### src/rtl/sense_pkg.sv
// sense_pkg: FSM state encoding and default timing/vote constants for the sense cycle scheduler.
package sense_pkg;
  typedef enum logic [2:0] {
    IDLE      = 3'd0,
    TRIG      = 3'd1,
    ECHO_WAIT = 3'd2,
    ECHO_MEAS = 3'd3,
    FRAME     = 3'd4,
    INFER     = 3'd5,
    VOTE      = 3'd6
  } state_t;
  localparam int CNT_W             = 21;
  localparam int PERIOD_DEF        = 1500000;
  localparam int TRIG_CYCLES_DEF   = 250;
  localparam int ECHO_TIMEOUT_DEF  = 60000;
  localparam int FRAME_TIMEOUT_DEF = 1048575;
  localparam int DIST_SHIFT_DEF    = 10;
  localparam int VOTE_DEPTH_DEF    = 4;
  localparam int VOTE_THRESH_DEF   = 3;
endpackage

### src/rtl/majority_vote_filter.sv
// majority_vote_filter: N-of-M vote over a shifted prediction history.
module majority_vote_filter
  import sense_pkg::*;
#(
  parameter int DEPTH  = VOTE_DEPTH_DEF,
  parameter int THRESH = VOTE_THRESH_DEF
) (
  input  logic clk,
  input  logic rst,
  input  logic ena,
  input  logic shift,
  input  logic bit_in,
  output logic result,
  output logic result_next
);
  localparam int OW = $clog2(DEPTH + 1);
  logic [DEPTH-1:0] hist, hist_next;
  logic [OW-1:0] ones;
  always_comb begin
    hist_next = {hist[DEPTH-2:0], bit_in};
    ones = '0;
    for (int i = 0; i < DEPTH; i++) ones = ones + OW'(hist_next[i]);
    result_next = shift ? int'(ones) >= THRESH : result;
  end
  always_ff @(posedge clk or posedge rst)
    if (rst) begin
      hist   <= '0;
      result <= 1'b0;
    end else if (ena && shift) begin
      hist   <= hist_next;
      result <= result_next;
    end
endmodule

### src/rtl/sense_cycle_scheduler.sv
// sense_cycle_scheduler: periodic trigger/echo/capture/inference sequencer feeding the harvest vote.
module sense_cycle_scheduler
  import sense_pkg::*;
#(
  parameter int PERIOD        = PERIOD_DEF,
  parameter int TRIG_CYCLES   = TRIG_CYCLES_DEF,
  parameter int ECHO_TIMEOUT  = ECHO_TIMEOUT_DEF,
  parameter int FRAME_TIMEOUT = FRAME_TIMEOUT_DEF,
  parameter int DIST_SHIFT    = DIST_SHIFT_DEF,
  parameter int VOTE_DEPTH    = VOTE_DEPTH_DEF,
  parameter int VOTE_THRESH   = VOTE_THRESH_DEF
) (
  input  logic       clk,
  input  logic       rst,
  input  logic       ena,
  input  logic       run,
  input  logic       echo_in,
  input  logic       frame_ready,
  input  logic       bnn_done,
  input  logic       bnn_pred,
  input  logic       uart_alert,
  output logic       trig_out,
  output logic       cap_en,
  output logic       bnn_start,
  output logic [7:0] distance,
  output logic       dist_valid,
  output logic       harvest,
  output logic       alarm,
  output logic [2:0] state_o,
  output logic       err_echo,
  output logic       err_frame,
  output logic       overrun
);
  localparam int EW = $clog2(ECHO_TIMEOUT + 1);
  state_t state, nstate;
  logic [CNT_W-1:0] pcnt, tcnt;
  logic [EW-1:0] ecnt, e_next;
  logic [31:0] e_dist;
  logic [7:0] dist_next;
  logic s1, s2, s3, pred, tick, rise, fall, h_next, dv_next, ee_next, ef_next;
  assign tick    = pcnt == CNT_W'(PERIOD - 1);
  assign rise    = s2 & ~s3;
  assign fall    = ~s2 & s3;
  // s3 is the edge-register copy of the echo, so the falling-edge cycle is still counted
  assign e_next  = ecnt + EW'(s3);
  assign e_dist  = 32'(e_next) >> DIST_SHIFT;
  assign state_o = state;
  always_comb begin
    nstate    = state;
    dist_next = distance;
    dv_next   = 1'b0;
    ee_next   = err_echo;
    ef_next   = err_frame;
    case (state)
      IDLE:      nstate = tick && run ? TRIG : IDLE;
      TRIG:      nstate = tcnt == CNT_W'(TRIG_CYCLES - 1) ? ECHO_WAIT : TRIG;
      ECHO_WAIT:
        if (rise) nstate = ECHO_MEAS;
        else if (tcnt == CNT_W'(ECHO_TIMEOUT - 1)) begin
          nstate  = FRAME;
          ee_next = 1'b1;
        end
      ECHO_MEAS:
        if (fall || tcnt == CNT_W'(ECHO_TIMEOUT - 1)) begin
          nstate    = FRAME;
          dv_next   = 1'b1;
          dist_next = !fall || e_dist > 32'd255 ? 8'd255 : e_dist[7:0];
          ee_next   = err_echo | ~fall;
        end
      FRAME:
        if (frame_ready) nstate = INFER;
        else if (tcnt == CNT_W'(FRAME_TIMEOUT - 1)) begin
          nstate  = IDLE;
          ef_next = 1'b1;
        end
      INFER:     nstate = bnn_done ? VOTE : INFER;
      VOTE:      nstate = IDLE;
      default:   nstate = IDLE;
    endcase
  end
  always_ff @(posedge clk or posedge rst)
    if (rst) begin
      state      <= IDLE;
      pcnt       <= '0;
      tcnt       <= '0;
      ecnt       <= '0;
      {s1, s2, s3, pred} <= '0;
      trig_out   <= 1'b0;
      cap_en     <= 1'b0;
      bnn_start  <= 1'b0;
      distance   <= '0;
      dist_valid <= 1'b0;
      alarm      <= 1'b0;
      err_echo   <= 1'b0;
      err_frame  <= 1'b0;
      overrun    <= 1'b0;
    end else if (ena) begin
      state      <= nstate;
      pcnt       <= tick ? '0 : pcnt + CNT_W'(1);
      tcnt       <= nstate != state ? '0 : tcnt + CNT_W'(1);
      ecnt       <= state == ECHO_MEAS ? e_next : '0;
      {s1, s2, s3} <= {echo_in, s1, s2};
      pred       <= state == INFER && bnn_done ? bnn_pred : pred;
      trig_out   <= nstate == TRIG;
      cap_en     <= nstate == FRAME;
      bnn_start  <= nstate == INFER && state != INFER;
      distance   <= dist_next;
      dist_valid <= dv_next;
      alarm      <= h_next | uart_alert;
      err_echo   <= ee_next;
      err_frame  <= ef_next;
      overrun    <= overrun | (tick && state != IDLE);
    end
  majority_vote_filter #(.DEPTH(VOTE_DEPTH), .THRESH(VOTE_THRESH)) u_vote (
    .clk(clk),
    .rst(rst),
    .ena(ena),
    .shift(state == VOTE),
    .bit_in(pred),
    .result(harvest),
    .result_next(h_next)
  );
endmodule

### config.mk
export PLATFORM = sky130hd
export DESIGN_NAME = sense_cycle_scheduler
export DESIGN_NICKNAME = d
export VERILOG_FILES = /design/src/rtl/sense_pkg.sv /design/src/rtl/majority_vote_filter.sv /design/src/rtl/sense_cycle_scheduler.sv
export SDC_FILE = /design/constraint.sdc
export NUM_CORES = 1
export LEC_CHECK = 0
export BUFFER_PORTS_ARGS = -buffer_cell sky130_fd_sc_hd__buf_2
export CAP_MARGIN = 20
export CORE_UTILIZATION = 30
export DETAILED_ROUTE_END_ITERATION = 8
export GPL_TIMING_DRIVEN = 1
export PLACE_DENSITY_LB_ADDON = 0.2
export REMOVE_ABC_BUFFERS = 1
export SLEW_MARGIN = 20
export SYNTH_ARGS = -nofsm -noshare
export SYNTH_HDL_FRONTEND = slang
export SYNTH_SLANG_ARGS = --single-unit
### constraint.sdc
create_clock -name clk -period 3.4 [get_ports clk]
set_input_delay 0.51 -clock clk [delete_from_list [all_inputs] [get_ports clk]]
set_output_delay 0.51 -clock clk [all_outputs]
set_load 0.02 [all_outputs]
==> results.md <==
Run status:
- The run finished, with violations left.
- The checks that failed: design-rule violations.

Synthesis:
- The prevailing post-synth register cell is sky130_fd_sc_hd__dfrtp_1.
- The synthesized flop and latch total is 84.
- The compound-cell area share of the yosys netlist is 14.1%.
- Sequential elements use 45.9% of the synthesized area.
- Summed over all instances, the cell type with the most area after synthesis is sky130_fd_sc_hd__dfrtp_1.
- Counting distinct cell types in the post-synthesis netlist gives 69.
- The fraction of registers with async set or reset after synthesis is 100%.
- After Yosys synthesis, full adders, half adders and majority gates account for between 2 and 3% of the synthesized area.
- The synthesized-area fraction occupied by and/or/nand/nor cells is ~22%.
- The synthesized netlist devotes approximately 7.6% of its cell area to XOR and XNOR gates.
- The yosys synthesis warning count is 0.
- The cell area that synthesis handed to floorplanning was 4580 um^2.
- The average size of a mapped cell is 9.98 um^2.
- In this run, synthesis inferred 0 flip-flops with an integrated enable.
- The combinational family with the most area after synthesis is simple AND/OR/NAND/NOR gates.
- Sorting the synthesized cells by area gives the leading types as sky130_fd_sc_hd__dfrtp_1, sky130_fd_sc_hd__xor2_1, sky130_fd_sc_hd__nor2_1, sky130_fd_sc_hd__xnor2_1, sky130_fd_sc_hd__nand2_1.
- The fraction of post-synthesis cell area in the top cell type by area is a little under half.
- Counting every instance in the synthesized netlist gives 459.
- The multiplexer fraction of the synthesized cell area is 2.65%.

Timing:
- The measured slew at the worst slew-check pin is between 0.8 and 0.9 ns.
- The final critical path time including I/O delays and setup is 2.67 ns.
- The final hold violation count came to 0.
- Derived from the worst setup path, the maximum achievable clock frequency is 375 MHz.
- Between clock sinks in the finished design, the worst skew comes to about 0.0061 ns.
- Setup repair after global routing left no endpoint under its margin.
- Setup total negative slack on the finished layout was measured at 0 ns.
- The max-slew violation count came to 0.
- The worst path meets setup with 0.733 ns of slack.
- Setup violations remaining at the end of the flow were counted as 0.
- The final cycle utilization of the critical path is 78.4%.
- The worst pin sits at a relative slew slack of between 40% and 50%.

Global routing:
- The via count of the first global-routing pass is 3,423.
- Entering global routing, the biggest net connects 45 pins.
- The wire length of the first global-routing pass is 17,700 um.
- Across every metal layer, demand over resource in global routing totals 14.2%.
- The number of antenna violations at the first check in global routing is 0.
- The total congestion overflow is 0.

Clock network:
- TritonCTS built the clock tree.
- The count of H-tree levels built during CTS is 3.
- After clock tree synthesis, the repair step resized 0 gates.
- Once the clock tree was built, the setup fixing pass inserted 0 buffers.
- The largest buffer count on any clock path is 2.
- Counting every sink on the clock net gives 84.
- Clock-pin slew was measured on the worst setup and hold paths at 0.06 ns.
- The number of CTS-inserted buffers is 9.
- The number of hold buffers added after CTS was 0.
- The tree is rooted in a sky130_fd_sc_hd__clkbuf_16.
- The clock insertion delay at the later pin of the skew report is 0.35 ns.

Floorplanning:
- The floorplan step set the die height to about 130 um.
- The initial core utilization is 31.2%.
- The die covers 15,800 um^2.
- The floorplan step set the die width to roughly 130 um.
- The number of I/O pins is 29.
- Row generation in the floorplan step produced 44 rows.
- The area of the placeable core is ~15,000 um^2.

Setup path:
- The signal on the critical path passes through inv_1 -> ha_1 -> or4b_4 -> nor4_4 -> nand3_2 -> a22oi_4 -> or2_1 -> buf_4 -> a21oi_2.
- On the critical path, the stage with the largest delay is an instance of sky130_fd_sc_hd__or4b_4.
- At the worst endpoint, the arrival time is 2.89 ns.
- At the worst endpoint, the required time is approximately 3.6 ns.
- STA classifies the critical path startpoint as a register.
- By startpoint and endpoint, the worst setup path is classified as register to register.
- The largest single stage delay on the critical path is about 0.46 ns.
- The biggest fanout along the worst timing path is 9.
- STA classifies the critical path endpoint as a register.

Layout:
- After routing the design area is roughly 5200 um^2.
- The relative area change from synthesis to final layout is 13.6%.
- Leaving out filler cells and counting taps, the final layout contains 673.
- The antenna diode instance count is 0.
- The share of layout cells above drive strength 1 is ~18%.
- The number of nets in the final layout is 503.

Placed design:
- The worst slack after detailed placement is 0.722 ns.
- The total cell area at the placement stage is a little under 5000 um^2.
- Detailed placement ended at an HPWL of between 7000 and 8000 um.
- The number of port buffers is 28.
- The post-placement cell count is 657.
- The final estimated routing congestion in global placement is approximately 0.77.

Job:
- The number of violations of the max-capacitance limit is 0.

Pwr:
- The leakage power figure is around 2.3 nW.
- VDD sags by at most 377 uV.
- Dividing total power by cell area gives a power density of 643 nW/um^2.
- Summing internal, switching and leakage power gives ~3.3 mW.

Hold path:
- The tightest min-delay check is of the input pin to asynchronous set/reset pin type.

Routing:
- In the routed layout, each cell is associated on average with a via count of between 5 and 6.
- The routed layout has 3,442 vias.
- The post-route DRC violation count is 2.
- The wire length per cell after detailed routing is 15.0 um.
- After the first detailed-routing iteration, the DRC count stood at 240.
- The count of nets left with antenna violations once routing finished came out at 0.
- The number of optimization iterations in the first detailed-route pass is 6.
- The wire length reported by the detailed router is between 10,000 and 15,000 um.
## final cells by class
class | count | area, um^2
tap | 184 | 230
clock inverter | 5 | 82.6
inverter | 17 | 65.1
fill | 1479 | 9500
sequential | 84 | 2100
timing repair buffer | 34 | 198
clock buffer | 11 | 253
multi-input combinational | 338 | 2270
## registers in the layout (all words and copies together), names as in the netlist, 3 cells and up
signal / cells
state_o: 3
ecnt: 16
distance: 7
tcnt: 21
u_vote.hist: 3
pcnt: 21
## placed cells by master (no fill, tap or decap), types with 3 or more instances in the layout
cell type,n
sky130_fd_sc_hd__mux2_2,9
sky130_fd_sc_hd__inv_1,16
sky130_fd_sc_hd__ha_1,9
sky130_fd_sc_hd__clkbuf_16,9
sky130_fd_sc_hd__nor4_1,3
sky130_fd_sc_hd__xor2_1,23
sky130_fd_sc_hd__or3_1,4
sky130_fd_sc_hd__nor2_1,46
sky130_fd_sc_hd__and3_2,3
sky130_fd_sc_hd__nor2b_1,7
sky130_fd_sc_hd__and3_1,7
sky130_fd_sc_hd__xnor2_1,17
sky130_fd_sc_hd__a21oi_2,9
sky130_fd_sc_hd__nand2_1,39
sky130_fd_sc_hd__a22o_1,7
sky130_fd_sc_hd__nand3_1,22
sky130_fd_sc_hd__nor3_1,11
sky130_fd_sc_hd__buf_2,28
sky130_fd_sc_hd__buf_4,5
sky130_fd_sc_hd__a21o_1,4
sky130_fd_sc_hd__a21oi_1,22
sky130_fd_sc_hd__a31oi_1,4
sky130_fd_sc_hd__o31ai_1,10
sky130_fd_sc_hd__nand4_1,12
sky130_fd_sc_hd__dfrtp_1,84
sky130_fd_sc_hd__o21bai_1,3
sky130_fd_sc_hd__and4_1,3
sky130_fd_sc_hd__o21ai_0,17
sky130_fd_sc_hd__o2bb2ai_1,4
## metrics by stage
step	utilization, %	hold WS (ns)
2_1_floorplan	-	0.456
3_3_place_gp	33.1	0.458
3_5_place_dp	33.1	0.465
4_1_cts	35.4	0.289
5_1_grt	35.4	0.320
6_report	35.4	0.268
## routing by layer
| layer | share of wire (%) | up-vias | global-route usage [%] | routed length [um] |
|---|---|---|---|---|
| li1 | - | 1685 | - | - |
| met1 | 50 | 1668 | 20.1 | 5030 |
| met4 | 1.4 | 0 | 4.09 | 145 |
| met2 | 44 | 79 | 20.8 | 4470 |
| met5 | 0 | - | 0 | 0 |
| met3 | 4.4 | 10 | 4.02 | 439 |
## kinds of logic (layout without fill, tap and decap cells)
logic type / count (synthesis) / after routing
flops: 84 / 84
mux: 11 / 11
buf+inv: 37 / 67
xor+xnor: 40 / 40
fa+ha+maj: 10 / 10
compound gates: 91 / 91
simple gates: 186 / 186
## worst max-delay path, delay by kind of cell (launching register included)
family,cells,cell delay [ns]
buf+inv,2,0.42
fa+ha+maj,1,0.15
simple gates,4,1.22
flops,1,0.42
compound gates,2,0.33
## report_power, final
| group | switching (mW) | internal, mW | total (mW) |
|---|---|---|---|
| registers | 0.177 | 1.15 | 1.32 |
| clock network | 0.412 | 0.686 | 1.10 |
| logic | 0.577 | 0.348 | 0.925 |
## final timing paths
| path | startpoint | to | slack [ns] | depth (start not counted) |
|---|---|---|---|---|
| worst min-delay path | rst | u_vote.result | 0.27 | 2 |
| min in group clk | bnn_pred | pred | 0.40 | 3 |
| worst min register to register | err_frame | err_frame | 0.48 | 1 |
| worst max register to register | tcnt[1] | tcnt[11] | 0.73 | 9 |
| worst max-delay path | tcnt[1] | tcnt[11] | 0.73 | 9 |
| max in group asynchronous | rst | ecnt[4] | 2.46 | 3 |
## cells in the mapped netlist, drive strengths merged (2+ instances only)
cell type	instances
or4b	2
a31oi	4
ha	9
nor3	13
inv	17
xnor2	17
a22o	7
nor2b	7
nor2	47
dfrtp	84
a21o	4
nand2	39
nor4	5
o21bai	3
and2	3
o2bb2ai	4
mux2	9
or2	2
or3	4
o21ai	17
and3	10
nand4	14
buf	5
nand3	23
o32ai	2
clkbuf	15
or4	4
mux2i	2
and4	3
o22ai	2
xor2	23
o31ai	10
a21oi	32
(Power assumes the default switching activity.)
